[src/rtl/gb_cpu_bus_responder_if.sv]
// Bus bundle between the GameBoy CPU wrapper, the bus responder and the
// memory backend (SDRAM arbiter / cart mapper).
//   CPU side : cpu_a, cpu_do, cpu_mreq_n, cpu_rd_n, cpu_wr_n -> responder
//              cpu_di, cpu_wait_n                            <- responder
//   Backend  : mem_req, mem_we, mem_addr, mem_wdata           <- responder
//              mem_rdata, mem_ack                             -> responder
//   Status   : timeout_err, busy                              <- responder
// slave  = the responder itself; master = the surrounding environment.
interface gb_cpu_bus_responder_if;
  logic [15:0] cpu_a;
  logic [7:0]  cpu_do;
  logic        cpu_mreq_n;
  logic        cpu_rd_n;
  logic        cpu_wr_n;
  logic [7:0]  cpu_di;
  logic        cpu_wait_n;
  logic        mem_req;
  logic        mem_we;
  logic [15:0] mem_addr;
  logic [7:0]  mem_wdata;
  logic [7:0]  mem_rdata;
  logic        mem_ack;
  logic        timeout_err;
  logic        busy;

  modport slave (
    input  cpu_a, cpu_do, cpu_mreq_n, cpu_rd_n, cpu_wr_n, mem_rdata, mem_ack,
    output cpu_di, cpu_wait_n, mem_req, mem_we, mem_addr, mem_wdata,
           timeout_err, busy
  );

  modport master (
    output cpu_a, cpu_do, cpu_mreq_n, cpu_rd_n, cpu_wr_n, mem_rdata, mem_ack,
    input  cpu_di, cpu_wait_n, mem_req, mem_we, mem_addr, mem_wdata,
           timeout_err, busy
  );
endinterface

[src/rtl/gb_cpu_bus_responder.sv]
// Memory-side responder for the GameBoy CPU external bus. Each falling
// RD_n/WR_n edge (with MREQ_n low) becomes one req/ack transaction on the
// backend; the CPU is stretched with WAIT_n until the backend acknowledges
// or the access times out. Optional single-entry posted write buffer.
// Ports:
//   CLK_n   - system clock, rising edge
//   RESET_n - asynchronous active-low reset
//   bus     - gb_cpu_bus_responder_if.slave (CPU, backend and status signals)
//
// state | meaning
// ------+-------------------------------------------------------------
// IDLE  | waiting for a fresh read/write strobe edge
// REQ   | request outstanding, CPU stalled, timeout counter running
// HOLD  | access done, waiting for both strobes to return high
// WBUF  | posted write outstanding, CPU free; may hold one pending access
module gb_cpu_bus_responder #(
  parameter int unsigned ACK_TIMEOUT  = 255,
  parameter bit          POSTED_WRITE = 1'b0,
  parameter int unsigned TO_WIDTH     = 8
) (
  input  logic                    CLK_n,
  input  logic                    RESET_n,
  gb_cpu_bus_responder_if.slave   bus
);

  typedef enum logic [1:0] {ST_IDLE, ST_REQ, ST_HOLD, ST_WBUF} state_e;

  state_e              state_q, state_d;
  logic                rd_prev_q, wr_prev_q;
  logic [TO_WIDTH-1:0] cnt_q, cnt_d;
  logic [7:0]          di_q, di_d;
  logic                wait_n_q, wait_n_d;
  logic                req_q, req_d;
  logic                we_q, we_d;
  logic [15:0]         addr_q, addr_d;
  logic [7:0]          wdata_q, wdata_d;
  logic                terr_q, terr_d;
  logic                busy_q;
  logic                pend_q, pend_d;
  logic                pend_we_q, pend_we_d;
  logic [15:0]         pend_addr_q, pend_addr_d;
  logic [7:0]          pend_wdata_q, pend_wdata_d;

  logic                rd_start, wr_start, start;
  logic [TO_WIDTH-1:0] cnt_inc;
  logic                timed_out;

  assign rd_start  = !bus.cpu_rd_n && rd_prev_q && !bus.cpu_mreq_n;
  assign wr_start  = !bus.cpu_wr_n && wr_prev_q && !bus.cpu_mreq_n;
  assign start     = rd_start | wr_start;
  assign cnt_inc   = cnt_q + 1'b1;
  // Fires on the edge the counter would reach ACK_TIMEOUT.
  assign timed_out = (ACK_TIMEOUT != 0) && (cnt_inc == TO_WIDTH'(ACK_TIMEOUT));

  always_comb begin
    state_d      = state_q;
    cnt_d        = cnt_q;
    di_d         = di_q;
    wait_n_d     = wait_n_q;
    req_d        = req_q;
    we_d         = we_q;
    addr_d       = addr_q;
    wdata_d      = wdata_q;
    terr_d       = 1'b0;
    pend_d       = pend_q;
    pend_we_d    = pend_we_q;
    pend_addr_d  = pend_addr_q;
    pend_wdata_d = pend_wdata_q;

    case (state_q)
      ST_IDLE: begin
        if (start) begin
          addr_d = bus.cpu_a;
          if (wr_start) wdata_d = bus.cpu_do;
          we_d   = wr_start;
          req_d  = 1'b1;
          cnt_d  = '0;
          if (POSTED_WRITE && wr_start) begin
            state_d = ST_WBUF;
          end else begin
            wait_n_d = 1'b0;
            state_d  = ST_REQ;
          end
        end
      end

      ST_REQ: begin
        cnt_d = cnt_inc;
        if (bus.mem_ack) begin
          req_d    = 1'b0;
          wait_n_d = 1'b1;
          if (!we_q) di_d = bus.mem_rdata;
          state_d  = ST_HOLD;
        end else if (timed_out) begin
          req_d    = 1'b0;
          wait_n_d = 1'b1;
          if (!we_q) di_d = 8'hFF;
          terr_d   = 1'b1;
          state_d  = ST_HOLD;
        end
      end

      ST_HOLD: begin
        if (bus.cpu_rd_n && bus.cpu_wr_n) state_d = ST_IDLE;
      end

      ST_WBUF: begin
        cnt_d = cnt_inc;
        if (start && !pend_q) begin
          pend_d       = 1'b1;
          pend_we_d    = wr_start;
          pend_addr_d  = bus.cpu_a;
          pend_wdata_d = bus.cpu_do;
          wait_n_d     = 1'b0;
        end
        if (bus.mem_ack || timed_out) begin
          terr_d = !bus.mem_ack;
          // A pending access (including one arriving on this edge) is
          // issued straight away; mem_req stays high with the new address.
          if (pend_d) begin
            addr_d  = pend_addr_d;
            we_d    = pend_we_d;
            if (pend_we_d) wdata_d = pend_wdata_d;
            req_d   = 1'b1;
            cnt_d   = '0;
            pend_d  = 1'b0;
            state_d = ST_REQ;
          end else begin
            req_d   = 1'b0;
            state_d = ST_IDLE;
          end
        end
      end

      default: state_d = ST_IDLE;
    endcase
  end

  always_ff @(posedge CLK_n or negedge RESET_n) begin
    if (!RESET_n) begin
      state_q      <= ST_IDLE;
      rd_prev_q    <= 1'b1;
      wr_prev_q    <= 1'b1;
      cnt_q        <= '0;
      di_q         <= 8'hFF;
      wait_n_q     <= 1'b1;
      req_q        <= 1'b0;
      we_q         <= 1'b0;
      addr_q       <= '0;
      wdata_q      <= '0;
      terr_q       <= 1'b0;
      busy_q       <= 1'b0;
      pend_q       <= 1'b0;
      pend_we_q    <= 1'b0;
      pend_addr_q  <= '0;
      pend_wdata_q <= '0;
    end else begin
      state_q      <= state_d;
      rd_prev_q    <= bus.cpu_rd_n;
      wr_prev_q    <= bus.cpu_wr_n;
      cnt_q        <= cnt_d;
      di_q         <= di_d;
      wait_n_q     <= wait_n_d;
      req_q        <= req_d;
      we_q         <= we_d;
      addr_q       <= addr_d;
      wdata_q      <= wdata_d;
      terr_q       <= terr_d;
      busy_q       <= (state_d != ST_IDLE);
      pend_q       <= pend_d;
      pend_we_q    <= pend_we_d;
      pend_addr_q  <= pend_addr_d;
      pend_wdata_q <= pend_wdata_d;
    end
  end

  assign bus.cpu_di      = di_q;
  assign bus.cpu_wait_n  = wait_n_q;
  assign bus.mem_req     = req_q;
  assign bus.mem_we      = we_q;
  assign bus.mem_addr    = addr_q;
  assign bus.mem_wdata   = wdata_q;
  assign bus.timeout_err = terr_q;
  assign bus.busy        = busy_q;

endmodule

[src/flat_wrapper.sv]
// flat-port wrapper written by rule: the top's interface ports become plain ports
module gb_cpu_bus_responder_flat 
#(
  parameter int unsigned ACK_TIMEOUT  = 255,
  parameter bit          POSTED_WRITE = 1'b0,
  parameter int unsigned TO_WIDTH     = 8
)
  (CLK_n, RESET_n, bus_cpu_a, bus_cpu_do, bus_cpu_mreq_n, bus_cpu_rd_n, bus_cpu_wr_n, bus_mem_rdata, bus_mem_ack, bus_cpu_di, bus_cpu_wait_n, bus_mem_req, bus_mem_we, bus_mem_addr, bus_mem_wdata, bus_timeout_err, bus_busy);
  gb_cpu_bus_responder_if bus_i ();
  input  logic CLK_n;
  input  logic RESET_n;
  input wire logic [$bits(bus_i.cpu_a)-1:0] bus_cpu_a;
  input wire logic [$bits(bus_i.cpu_do)-1:0] bus_cpu_do;
  input wire logic [$bits(bus_i.cpu_mreq_n)-1:0] bus_cpu_mreq_n;
  input wire logic [$bits(bus_i.cpu_rd_n)-1:0] bus_cpu_rd_n;
  input wire logic [$bits(bus_i.cpu_wr_n)-1:0] bus_cpu_wr_n;
  input wire logic [$bits(bus_i.mem_rdata)-1:0] bus_mem_rdata;
  input wire logic [$bits(bus_i.mem_ack)-1:0] bus_mem_ack;
  output wire logic [$bits(bus_i.cpu_di)-1:0] bus_cpu_di;
  output wire logic [$bits(bus_i.cpu_wait_n)-1:0] bus_cpu_wait_n;
  output wire logic [$bits(bus_i.mem_req)-1:0] bus_mem_req;
  output wire logic [$bits(bus_i.mem_we)-1:0] bus_mem_we;
  output wire logic [$bits(bus_i.mem_addr)-1:0] bus_mem_addr;
  output wire logic [$bits(bus_i.mem_wdata)-1:0] bus_mem_wdata;
  output wire logic [$bits(bus_i.timeout_err)-1:0] bus_timeout_err;
  output wire logic [$bits(bus_i.busy)-1:0] bus_busy;
  assign bus_i.cpu_a = bus_cpu_a;
  assign bus_i.cpu_do = bus_cpu_do;
  assign bus_i.cpu_mreq_n = bus_cpu_mreq_n;
  assign bus_i.cpu_rd_n = bus_cpu_rd_n;
  assign bus_i.cpu_wr_n = bus_cpu_wr_n;
  assign bus_i.mem_rdata = bus_mem_rdata;
  assign bus_i.mem_ack = bus_mem_ack;
  assign bus_cpu_di = bus_i.cpu_di;
  assign bus_cpu_wait_n = bus_i.cpu_wait_n;
  assign bus_mem_req = bus_i.mem_req;
  assign bus_mem_we = bus_i.mem_we;
  assign bus_mem_addr = bus_i.mem_addr;
  assign bus_mem_wdata = bus_i.mem_wdata;
  assign bus_timeout_err = bus_i.timeout_err;
  assign bus_busy = bus_i.busy;
  gb_cpu_bus_responder #(.ACK_TIMEOUT(ACK_TIMEOUT), .POSTED_WRITE(POSTED_WRITE), .TO_WIDTH(TO_WIDTH)) u_core (.CLK_n(CLK_n), .RESET_n(RESET_n), .bus(bus_i));
endmodule
[config.mk]
export PLATFORM = sky130hd
export DESIGN_NAME = gb_cpu_bus_responder_flat
export DESIGN_NICKNAME = d
export VERILOG_FILES = /design/src/rtl/gb_cpu_bus_responder_if.sv /design/src/rtl/gb_cpu_bus_responder.sv /design/src/flat_wrapper.sv
export SDC_FILE = /design/constraint.sdc
export NUM_CORES = 1
export LEC_CHECK = 0
export ABC_AREA = 0
export BUFFER_PORTS_ARGS = -buffer_cell sky130_fd_sc_hd__buf_2
export CAP_MARGIN = 20
export CORE_ASPECT_RATIO = 2
export CORE_MARGIN = 10
export CORE_UTILIZATION = 25
export CTS_CLUSTER_DIAMETER = 50
export DETAILED_ROUTE_END_ITERATION = 8
export GPL_ROUTABILITY_DRIVEN = 1
export PLACE_DENSITY = 0.39
export SETUP_SLACK_MARGIN = 0.15
export SLEW_MARGIN = 15
export SYNTH_ARGS = -nofsm -noshare
export SYNTH_HDL_FRONTEND = slang
export SYNTH_SLANG_ARGS = --single-unit
[constraint.sdc]
create_clock -name CLK_n -period 3.2 [get_ports CLK_n]
set_clock_uncertainty 0.15 [all_clocks]
set_input_delay 0.16 -clock CLK_n [delete_from_list [all_inputs] [get_ports CLK_n]]
set_output_delay 0.16 -clock CLK_n [all_outputs]
set_load 0.005 [all_outputs]
Word-level counts from Yosys, hierarchy flattened. Index checks and enable logic that the tools add are counted.

Bits in registers: 75. Input port bits: 38. Output and inout port bits: 37. Word-level logic and storage cells: 104.

Add/subtract/negate cells: 1. Equal/unequal tests: 11. Mux-type cells: 51. Bitwise operators: 2. Reduce and logical (&&, ||, !) cells: 23.

Operators with widths (count): 2-to-1 mux 8 bit (13); 2-to-1 mux 16 bit (4); case mux 16 bit (2 select lines) (1); case mux 8 bit (3 select lines) (1); 2-to-1 mux 1 bit (21); case mux 8 bit (2 select lines) (1); inequality test 2 x 1 -> 1 bit (second input constant) (6); AND reduction 4 bit (3); 2-to-1 mux 2 bit (5); adder 8 x 1 -> 8 bit (second input constant) (1); == test 8 bit (second input constant) (1); case mux 2 bit (4 select lines) (1); logical AND 1 bit (6); case mux 1 bit (3 select lines) (2); AND reduction 6 bit (1); nonzero test 2 bit (3); zero test 1 bit (5); == test 2 bit (second input constant) (2); case mux 1 bit (2 select lines) (2); inequality test 3 x 2 -> 1 bit (second input constant) (1); AND reduction 3 bit (1); nonzero test 3 bit (1); == test 2 x 1 -> 1 bit (second input constant) (1); zero test 2 bit (1); 4 further kinds (4).

Depth between registers and ports, before layout. Gate-level depths: netlist of the first run.

Depth in word-level cells: 11. Gate-level depth with buffers: 8. Depth with buffers taken out: 7.

Worst setup path before layout of the first run. OpenSTA, ideal clock, no wires.

Path kind: flip-flop to flip-flop. Start: register u_core.cnt_q[0]. End: register u_core.di_q[0] (netlist: u_core.bus.cpu_di[0]). Setup time: 0.082 ns. Arrival time: 2.113 ns. Data required time: 2.968 ns. Slack: 0.855 ns. Cell stages (with the launch flop): 8. Path buffers: 0. Period minus slack after synthesis: 2.345 ns. Path through: dfrtp_1 -> ha_1 -> a21oi_1 -> o21ba_1 -> or4_4 -> and2_1 -> nand3b_2 -> mux2_2.

Word-level cells in the longest chain between the ends: 4.

RTL lines: from (decl) (RTL line gb_cpu_bus_responder.sv:30) `logic [TO_WIDTH-1:0] cnt_q, cnt_d;`; from (signal assigned) (RTL line gb_cpu_bus_responder.sv:161) `cnt_q <= cnt_d;`; adder 8 x 1 -> 8 bit (RTL line gb_cpu_bus_responder.sv:51) `assign cnt_inc = cnt_q + 1'b1;`; == test 8 bit (RTL line gb_cpu_bus_responder.sv:53) `assign timed_out = (ACK_TIMEOUT != 0) && (cnt_inc == TO_WIDTH'(ACK_TIMEOUT));`; nonzero test 2 bit (no source line); AND reduction 3 bit (no source line); to (signal assigned) (RTL line gb_cpu_bus_responder.sv:162) `di_q <= di_d;`; to (decl) (RTL line gb_cpu_bus_responder.sv:31) `logic [7:0] di_q, di_d;`.

No other way between the ends. A chain may end at the register's enable or synchronous reset.

Final worst setup path of the first run.
Start: register u_core.cnt_q[0]. End: register u_core.di_q[2] (netlist: u_core.bus.cpu_di[2]).

The elaborated chain is that of the path after synthesis.

==> results.md, run 1 <==
- The pre-antenna-repair detailed-routing pass consisted of 5 iterations.
- Detailed placement ended at an HPWL of 6.747 mm.
- The run finished, with violations left.
- The count of nets left with antenna violations once routing finished came out at 0.
- The number of cells upsized or downsized after cts is 0.
- The worst hold-check slack is -0.0007746 ns.
- Summed over all layers, the global routing overflow is 0.
- The category of the worst setup path capture point is a flop.
- The critical path class is reg2reg.
- The area of the core is 13510 um2.
- The synthesized cell area is 3465 um2.
- The area of all placed cells without fillers is 4609 um2.
- The overall routing resource usage is 0.1027.
- The number of antenna diodes in the final layout is 0.
- The worst vdd rail ir drop is 0.0003585 V.
- Headroom to the max-slew limit came out at 0.3344.
- In the final layout, the share of cells above drive strength 1 is 0.3461.
- The number of hold buffers added after cts is 33.
- Of the total power, combinational logic draws 0.311.
- The proportion of synthesized area in mux cells is 0.1733.
- For the worst setup path, the data arrival time is 2.69 ns.
- The TritonCTS sink count is 75.
- The number of remaining DRC errors is 0.
- Averaged over all synthesized cells, the footprint is 11.25 um2.
- The number of nets in the synthesized netlist is 348.
- The number of antenna violations at the first check in global routing is 0.
- The critical path goes through ha_1 > a21oi_1 > o21ba_1 > or4_4 > and2_1 > nand3b_2 > mux2_2.
- The xor and xnor area share after synthesis is 0.005056.
- The initial utilization of the core area, before any placement, comes to 0.2564.
- The number of global-route vias before repair is 2932.
- The number of standard-cell rows in the floorplan is 60.
- The number of flops mapped to enable cells by yosys is 0.
- Setup violations remaining at the end of the flow were counted as 0.
- The largest net degree at the start of global routing is 76.
- In the layout the commonest cells are sky130_fd_sc_hd__buf_2, sky130_fd_sc_hd__dfrtp_1, sky130_fd_sc_hd__o21ai_0.
- The register bit total from synthesis is 75.
- In this run the worst path has a maximum fanout of 8.
- After filler insertion, the fill cell instance count of the layout stands at 1398.
- The vertical die dimension is 186.5 um.
- The final worst-path setup slack is 0.6237 ns.
- The dominant synthesized flop cell is sky130_fd_sc_hd__dfrtp_1.
- Clock-pin slew was measured on the worst setup and hold paths at 0.06 ns.
- In the routed layout, each cell is associated on average with a via count of 4.660.
- After clock tree synthesis, the setup repair step added 0 buffers.
- The detailed router's first-iteration violation count is 107.
- The proportion of power drawn by flip-flops and latches is 0.440.
- In this run the power spent charging and discharging nets is 1.316 mW.
- For this block, the routed nets add up to 9.307 mm of wire.
- The congestion estimate from routability-driven global placement came to 0.7279.
- Across the run, the number of max-cap violations was 0.
- The routed design could run at a clock period as short as 2.576 ns.
- TritonCTS built the clock tree.
- Counting flops with an async set or reset pin after synthesis yields a share of 1.000.
- Of the total synthesized cell area, the portion taken by full adders, half adders and majority gates is 0.007223.
- Dividing total power by cell area gives a power density of 834.0 nW/um2.
- The routed via count is 2675.
- The max-slew violation count came to 0.
- Of the available clock period, the critical path in the final layout requires 0.8051.
- The critical path buffer and inverter count is 0.
- The root buffer cell is sky130_fd_sc_hd__clkbuf_16.
- For the worst setup path, the data required time is 3.31 ns.
- The part of the Yosys area used for sequential elements is 0.5457.
- Derived from the worst setup path, the maximum achievable clock frequency is 388.2 MHz.
- The critical path's top delay family is simple AND/OR/NAND/NOR gates.
- Of the post-synthesis cell area, the dominant cell type holds 0.4623.
- The die covers 19250 um2.
- Of the total power, the share spent switching nets is 0.3424.
- The routed wirelength normalized by instance count is 16.21 um.
- The main combinational cell family by area after synthesis is multiplexers.
- Summing all placed instances gives a cell area of 3999 um2.
- For the worst-skew pair, the clock arrives at the later sink with an insertion delay of 0.33 ns.
- The number of hold violations in the final report is 1.
- The internal power summed over all cells is 2.528 mW.
- The compound-gate portion of the synthesized area is 0.1268.
- Summed over all failing endpoints, the final setup total negative slack is 0 ns.
- The die is 103.2 um wide.
- The maximum level of the CTS H-tree is 3.
- Pin placement for this block handled 75 I/O pins.
- The count of input and output buffers is 74.
- Of the total power, the clock network draws 0.250.
- Setup repair after global routing left no endpoint under its margin.
- At the pin with the least slew margin, the transition time is 0.9984 ns.
- The cell type contributing the most total cell area after synthesis is sky130_fd_sc_hd__dfrtp_1.
- The commonest non-fill, non-tap cell in the layout is sky130_fd_sc_hd__buf_2.
- By area the synthesized netlist is led by sky130_fd_sc_hd__dfrtp_1, sky130_fd_sc_hd__mux2_2, sky130_fd_sc_hd__dfstp_2.
- The clock passes through at most 2 buffers.
- The worst setup slack before clock tree synthesis is 0.6233 ns.
- The worst hold path class is in2reg.
- The highest-delay cell along the critical path is sky130_fd_sc_hd__or4_4.
- Of the total synthesized cell area, the portion taken by AND, OR, NAND and NOR gates is 0.1134.
- After technology mapping, the gate count stands at 308.
- Once layout is complete, the utilization of the core stands at 0.3411.
- The global-route wire length before repair is 15.47 mm.
- The type of origin of the critical path is a flop.
- The number of library cell types mapped by synthesis is 45.
- The number of buffers added by the clock tree synthesis step is 9.
- The reported leakage power is 2.044 nW.
- The checks that failed: negative hold slack.
- In this design, the stage delay of the slowest critical-path cell is 0.53 ns.
- Compared with the post-synthesis result, the final layout area differs by 33.04%.
- The Yosys step of the flow raised 0 warnings.
- At the end of the flow, the number of nets in the layout was 454.
## state kept, by name, summed over array words and instances, names as in the netlist
| signal | count |
|---|---|
| u_core.bus.mem_addr | 16 |
| u_core.pend_addr_q | 16 |
| u_core.bus.cpu_di | 8 |
| u_core.bus.mem_wdata | 8 |
| u_core.cnt_q | 8 |
| u_core.pend_wdata_q | 8 |
| u_core.state_q | 2 |
| u_core.bus.busy | 1 |
| u_core.bus.cpu_wait_n | 1 |
| u_core.bus.mem_req | 1 |
| u_core.bus.mem_we | 1 |
| u_core.bus.timeout_err | 1 |
| u_core.pend_q | 1 |
| u_core.pend_we_q | 1 |
| u_core.rd_prev_q | 1 |
| u_core.wr_prev_q | 1 |
## layer usage
metal	vias to the layer above	GRT usage	part of all wire
met2	54	0.1814	0.55
met4	0	0.04521	0.018
met3	10	0.02477	0.044
li1	1304	-	-
met5	-	0	0
met1	1307	0.1098	0.38
## worst register-to-register path, stage by stage, from the launching register on
cell,delay [ns]
sky130_fd_sc_hd__dfrtp_1,0.45
sky130_fd_sc_hd__ha_1,0.33
sky130_fd_sc_hd__a21oi_1,0.07
sky130_fd_sc_hd__o21ba_1,0.17
sky130_fd_sc_hd__or4_4,0.53
sky130_fd_sc_hd__and2_1,0.22
sky130_fd_sc_hd__nand3b_2,0.23
sky130_fd_sc_hd__mux2_2,0.37
## path summary, 6_finish.rpt
path	start	to	slack [ns]	cells after the start
min in group asynchronous	RESET_n	u_core.bus.mem_addr[12]	0.38	2
max in group asynchronous	RESET_n	u_core.pend_addr_q[0]	1.87	2
min	bus_mem_rdata[4]	u_core.bus.cpu_di[4]	-0.0008	3
max	u_core.cnt_q[0]	u_core.bus.cpu_di[2]	0.62	7
min reg2reg	u_core.bus.mem_addr[2]	u_core.bus.mem_addr[2]	0.33	2
max reg2reg	u_core.cnt_q[0]	u_core.bus.cpu_di[2]	0.62	7
## cell families after synthesis
group | after synthesis
DFF | 75
xor gates and xnor gates | 2
AOI/OAI and AO/OA | 71
adders and majority gates | 2
muxes | 56
and+or+nand+nor | 80
buffers and inverters | 22
## area by class of cell
type,instances,area [um2],area share
Clock inverter,5,37.54,0.008143
Inverter,6,22.52,0.004886
Sequential cell,75,1891,0.4102
Tap cell,155,193.9,0.04207
Multi-Input combinational cell,211,1489,0.3230
Timing Repair Buffer,111,733.2,0.1591
Clock buffer,11,242.7,0.05266
## power by group through the flow
stage | Combinational [mW] | Sequential [mW] | Clock (mW)
2_1_floorplan | 0.797 | 1.61 | 0
5_1_grt | 1.36 | 1.75 | 1.03
6_report | 1.19 | 1.69 | 0.960
3_3_place_gp | 1.19 | 1.70 | 0
4_1_cts | 1.24 | 1.70 | 0.997
3_5_place_dp | 1.21 | 1.71 | 0
## stage by stage
step	std cells	hold WS, ns	total power [mW]
after floorplan	308	-0.2856	2.404
after global placement	525	0.1528	2.891
after detailed placement	525	0.1557	2.916
after CTS	574	0.0007872	3.934
after global routing	574	0.01123	4.145
final	574	-0.0007746	3.844
## synth_stat cells, types with 4 or more instances
cell type and instances:
sky130_fd_sc_hd__dfrtp_1 64, sky130_fd_sc_hd__o21ai_0 40, sky130_fd_sc_hd__nand2_1 38, sky130_fd_sc_hd__mux2_2 32, sky130_fd_sc_hd__mux2i_1 24, sky130_fd_sc_hd__dfstp_2 11, sky130_fd_sc_hd__nand2b_1 11, sky130_fd_sc_hd__a21oi_1 9
sky130_fd_sc_hd__nor2_1 8, sky130_fd_sc_hd__buf_2 7, sky130_fd_sc_hd__clkbuf_1 7, sky130_fd_sc_hd__inv_1 6, sky130_fd_sc_hd__nor3_1 5, sky130_fd_sc_hd__nand3_1 4
(Power assumes the default switching activity.)
==> run 2: changes to the inputs <==
==> constraint.sdc (replaced) <==
create_clock -name CLK_n -period 2.4 [get_ports CLK_n]
set_clock_uncertainty 0.15 [all_clocks]
set_input_delay 0.12 -clock CLK_n [delete_from_list [all_inputs] [get_ports CLK_n]]
set_output_delay 0.12 -clock CLK_n [all_outputs]
set_load 0.005 [all_outputs]
==> results.md, run 2 (synthesized netlist as in run 1, its figures left out) <==
- The run finished with clean final reports.
- The overall routed net length is 10.45 mm.
- STA classifies the critical path startpoint as a flop.
- TritonCTS built the clock tree.
- In this run the deepest clock path goes through 2 buffers.
- The per-cell via count in the routed design is 4.712.
- The area of the die is 19250 um2.
- At the placement stage, the worst setup path has a slack of 0.04223 ns.
- Subtracting the final worst setup slack from the clock period gives 2.288 ns.
- The core region is 13510 um2.
- The repair_antennas step left the layout with diodes totalling 0.
- The initial utilization of the core area, before any placement, comes to 0.2564.
- In this run the tightest slew margin relative to its limit is 0.6130.
- For this run, the total global-route usage over all layers was measured as 0.1079.
- In the final design database the tool counted 480 nets.
- The routed wirelength normalized by instance count is 17.41 um.
- After clock tree synthesis, the clock-pin slew on the worst setup and hold paths is 0.06 ns.
- The tree is rooted in a sky130_fd_sc_hd__clkbuf_16.
- The final worst-path setup slack is 0.1124 ns.
- At the later pin of the worst-skew pair, clock insertion delay measures 0.33 ns.
- The maximum fanout count along the critical path is 10.
- For the final routed database, the setup TNS stands at 0 ns.
- From bottom edge to top edge, the die measures 186.5 um.
- In the final layout, the share of cells above drive strength 1 is 0.4247.
- The library cell used most frequently in the layout, excluding fill and tap cells, is sky130_fd_sc_hd__buf_2.
- In the routed design, unresolved DRC markers number 0.
- Row generation in the floorplan step produced 60 rows.
- The fmax is 437.1 MHz.
- Leaving out fill and tap cells, the most frequent cells in the layout are sky130_fd_sc_hd__buf_2, sky130_fd_sc_hd__dfrtp_1, sky130_fd_sc_hd__nand2_1, sky130_fd_sc_hd__dlygate4sd3_1, sky130_fd_sc_hd__o21ai_0.
- Buffers placed on the I/O ports in this run total 74.
- The critical path class is reg2reg.
- The critical path required time is 2.52 ns.
- The number of global-route vias before repair is 3094.
- The residual overflow from global routing is 0.
- The number of search-and-repair iterations in the first detailed-routing pass is 4.
- Setup violations remaining at the end of the flow were counted as 0.
- The detailed router's first-iteration violation count is 107.
- In this run the remaining antenna-violating nets after routing total 0.
- Measured along the x axis, the die boundary spans 103.2 um.
- The largest net degree at the start of global routing is 51.
- The number of antenna violations at the first check in global routing is 0.
- The tightest min-delay check is of the in2reg type.
- The TritonCTS sink count is 75.
- The max-slew violation count is 0.
- IR analysis of the VDD net gives a maximum drop of 0.0005067 V.
- In this run the static leakage power is 2.303 nW.
- Pin placement for this block handled 75 I/O pins.
- Data arrives at the worst endpoint at 2.41 ns.
- Relative to the synthesized area, the layout overhead comes to 46.37%.
- The cell area power density is 1125 nW/um2.
- The max-capacitance violation count is 0.
- The routability-driven placement congestion ratio is 0.7275.
- Once detailed placement completed, the half-perimeter wirelength came to 6.914 mm.
- The layout has 1376 filler cells.
- The number of hold violations in the final report was 0.
- The number of buffers added by the clock tree synthesis step is 9.
- The maximum level of the CTS H-tree is 3.
- The category of the worst setup path capture point is a flop.
- Registers take 1893 um2.
- The first global-routing pass estimated 16.16 mm of wire.
- Of the available clock period, the critical path in the final layout requires 0.9532.
- The post-layout total power is 5.707 mW.
- Summing over every cut layer, the via total after detailed routing is 2827.
- At the pin with the least slew margin, the transition time is 0.5805 ns.
- The multi-input combinational cells in the finished layout cover a total of 1648 um2.
- Setup repair after global routing could not meet its margin everywhere.
run 2: critical path, stage by stage, from the launching register on:
cell and delay, ns:
sky130_fd_sc_hd__dfrtp_2 0.42, sky130_fd_sc_hd__buf_4 0.16, sky130_fd_sc_hd__nand2_1 0.15, sky130_fd_sc_hd__nor4_4 0.06, sky130_fd_sc_hd__or4_4 0.57, sky130_fd_sc_hd__a31o_4 0.31, sky130_fd_sc_hd__o31ai_1 0.27, sky130_fd_sc_hd__a31o_1 0.13
run 2: final timing paths:
path | slack, ns | cells after the start | end | from
max | 0.11 | 7 | u_core.cnt_q[5] | u_core.cnt_q[0]
max in group asynchronous | 1.34 | 3 | u_core.wr_prev_q | RESET_n
max reg2reg | 0.11 | 7 | u_core.cnt_q[5] | u_core.cnt_q[0]
min in group asynchronous | 0.08 | 2 | u_core.bus.mem_addr[12] | RESET_n
min reg2reg | 0.33 | 2 | u_core.bus.mem_addr[5] | u_core.bus.mem_addr[5]
min | 0.003 | 2 | u_core.bus.timeout_err | bus_mem_ack
run 2: final cells by class:
cell class / count / share of cell area
clock inverters: 7 / 0.01530
flip-flops and latches: 75 / 0.3733
clock buffers: 9 / 0.04441
well taps: 155 / 0.03824
repair buffers: 135 / 0.1994
inverters: 6 / 0.004441
multi-input cells: 213 / 0.3249
run 2: where the power goes:
group          leakage [nW]  internal, mW  switching, mW  total, mW
clock network         0.151         0.814          0.569       1.38
logic                  1.23          1.09           1.05       2.14
registers             0.921          1.85          0.337       2.19
total                  2.30          3.75           1.95       5.71
run 2: routing by layer:
metal / global-route usage / vias to the layer above / share of wire
met3: 0.03105 / 10 / 0.044
li1: - / 1358 / -
met4: 0.04037 / 0 / 0.017
met2: 0.1963 / 53 / 0.57
met1: 0.1102 / 1406 / 0.37
met5: 0 / - / 0
run 2: timing repair:
| action | in CTS | in global routing |
|---|---|---|
| endpoints found under the hold margin | 131 | 0 |
| setup endpoints to repair | 27 | 43 |
| hold buffers | 35 | 0 |
| pin swaps | 1 | 7 |
| buffers inserted | 4 | 5 |
| gates cloned | 0 | 5 |
| gates resized for setup | 4 | 36 |
run 2: through the flow:
stage          cell area, um2    util  hold slack (ns)  std cells
2_1_floorplan            3487       -          -0.3256        308
3_3_place_gp             4134  0.3059         -0.07810        535
5_1_grt                  5071  0.3753          0.03202        600
3_5_place_dp             4134  0.3059         -0.07609        535
6_report                 5071  0.3753         0.002748        600
4_1_cts                  4832  0.3576          0.01233        590
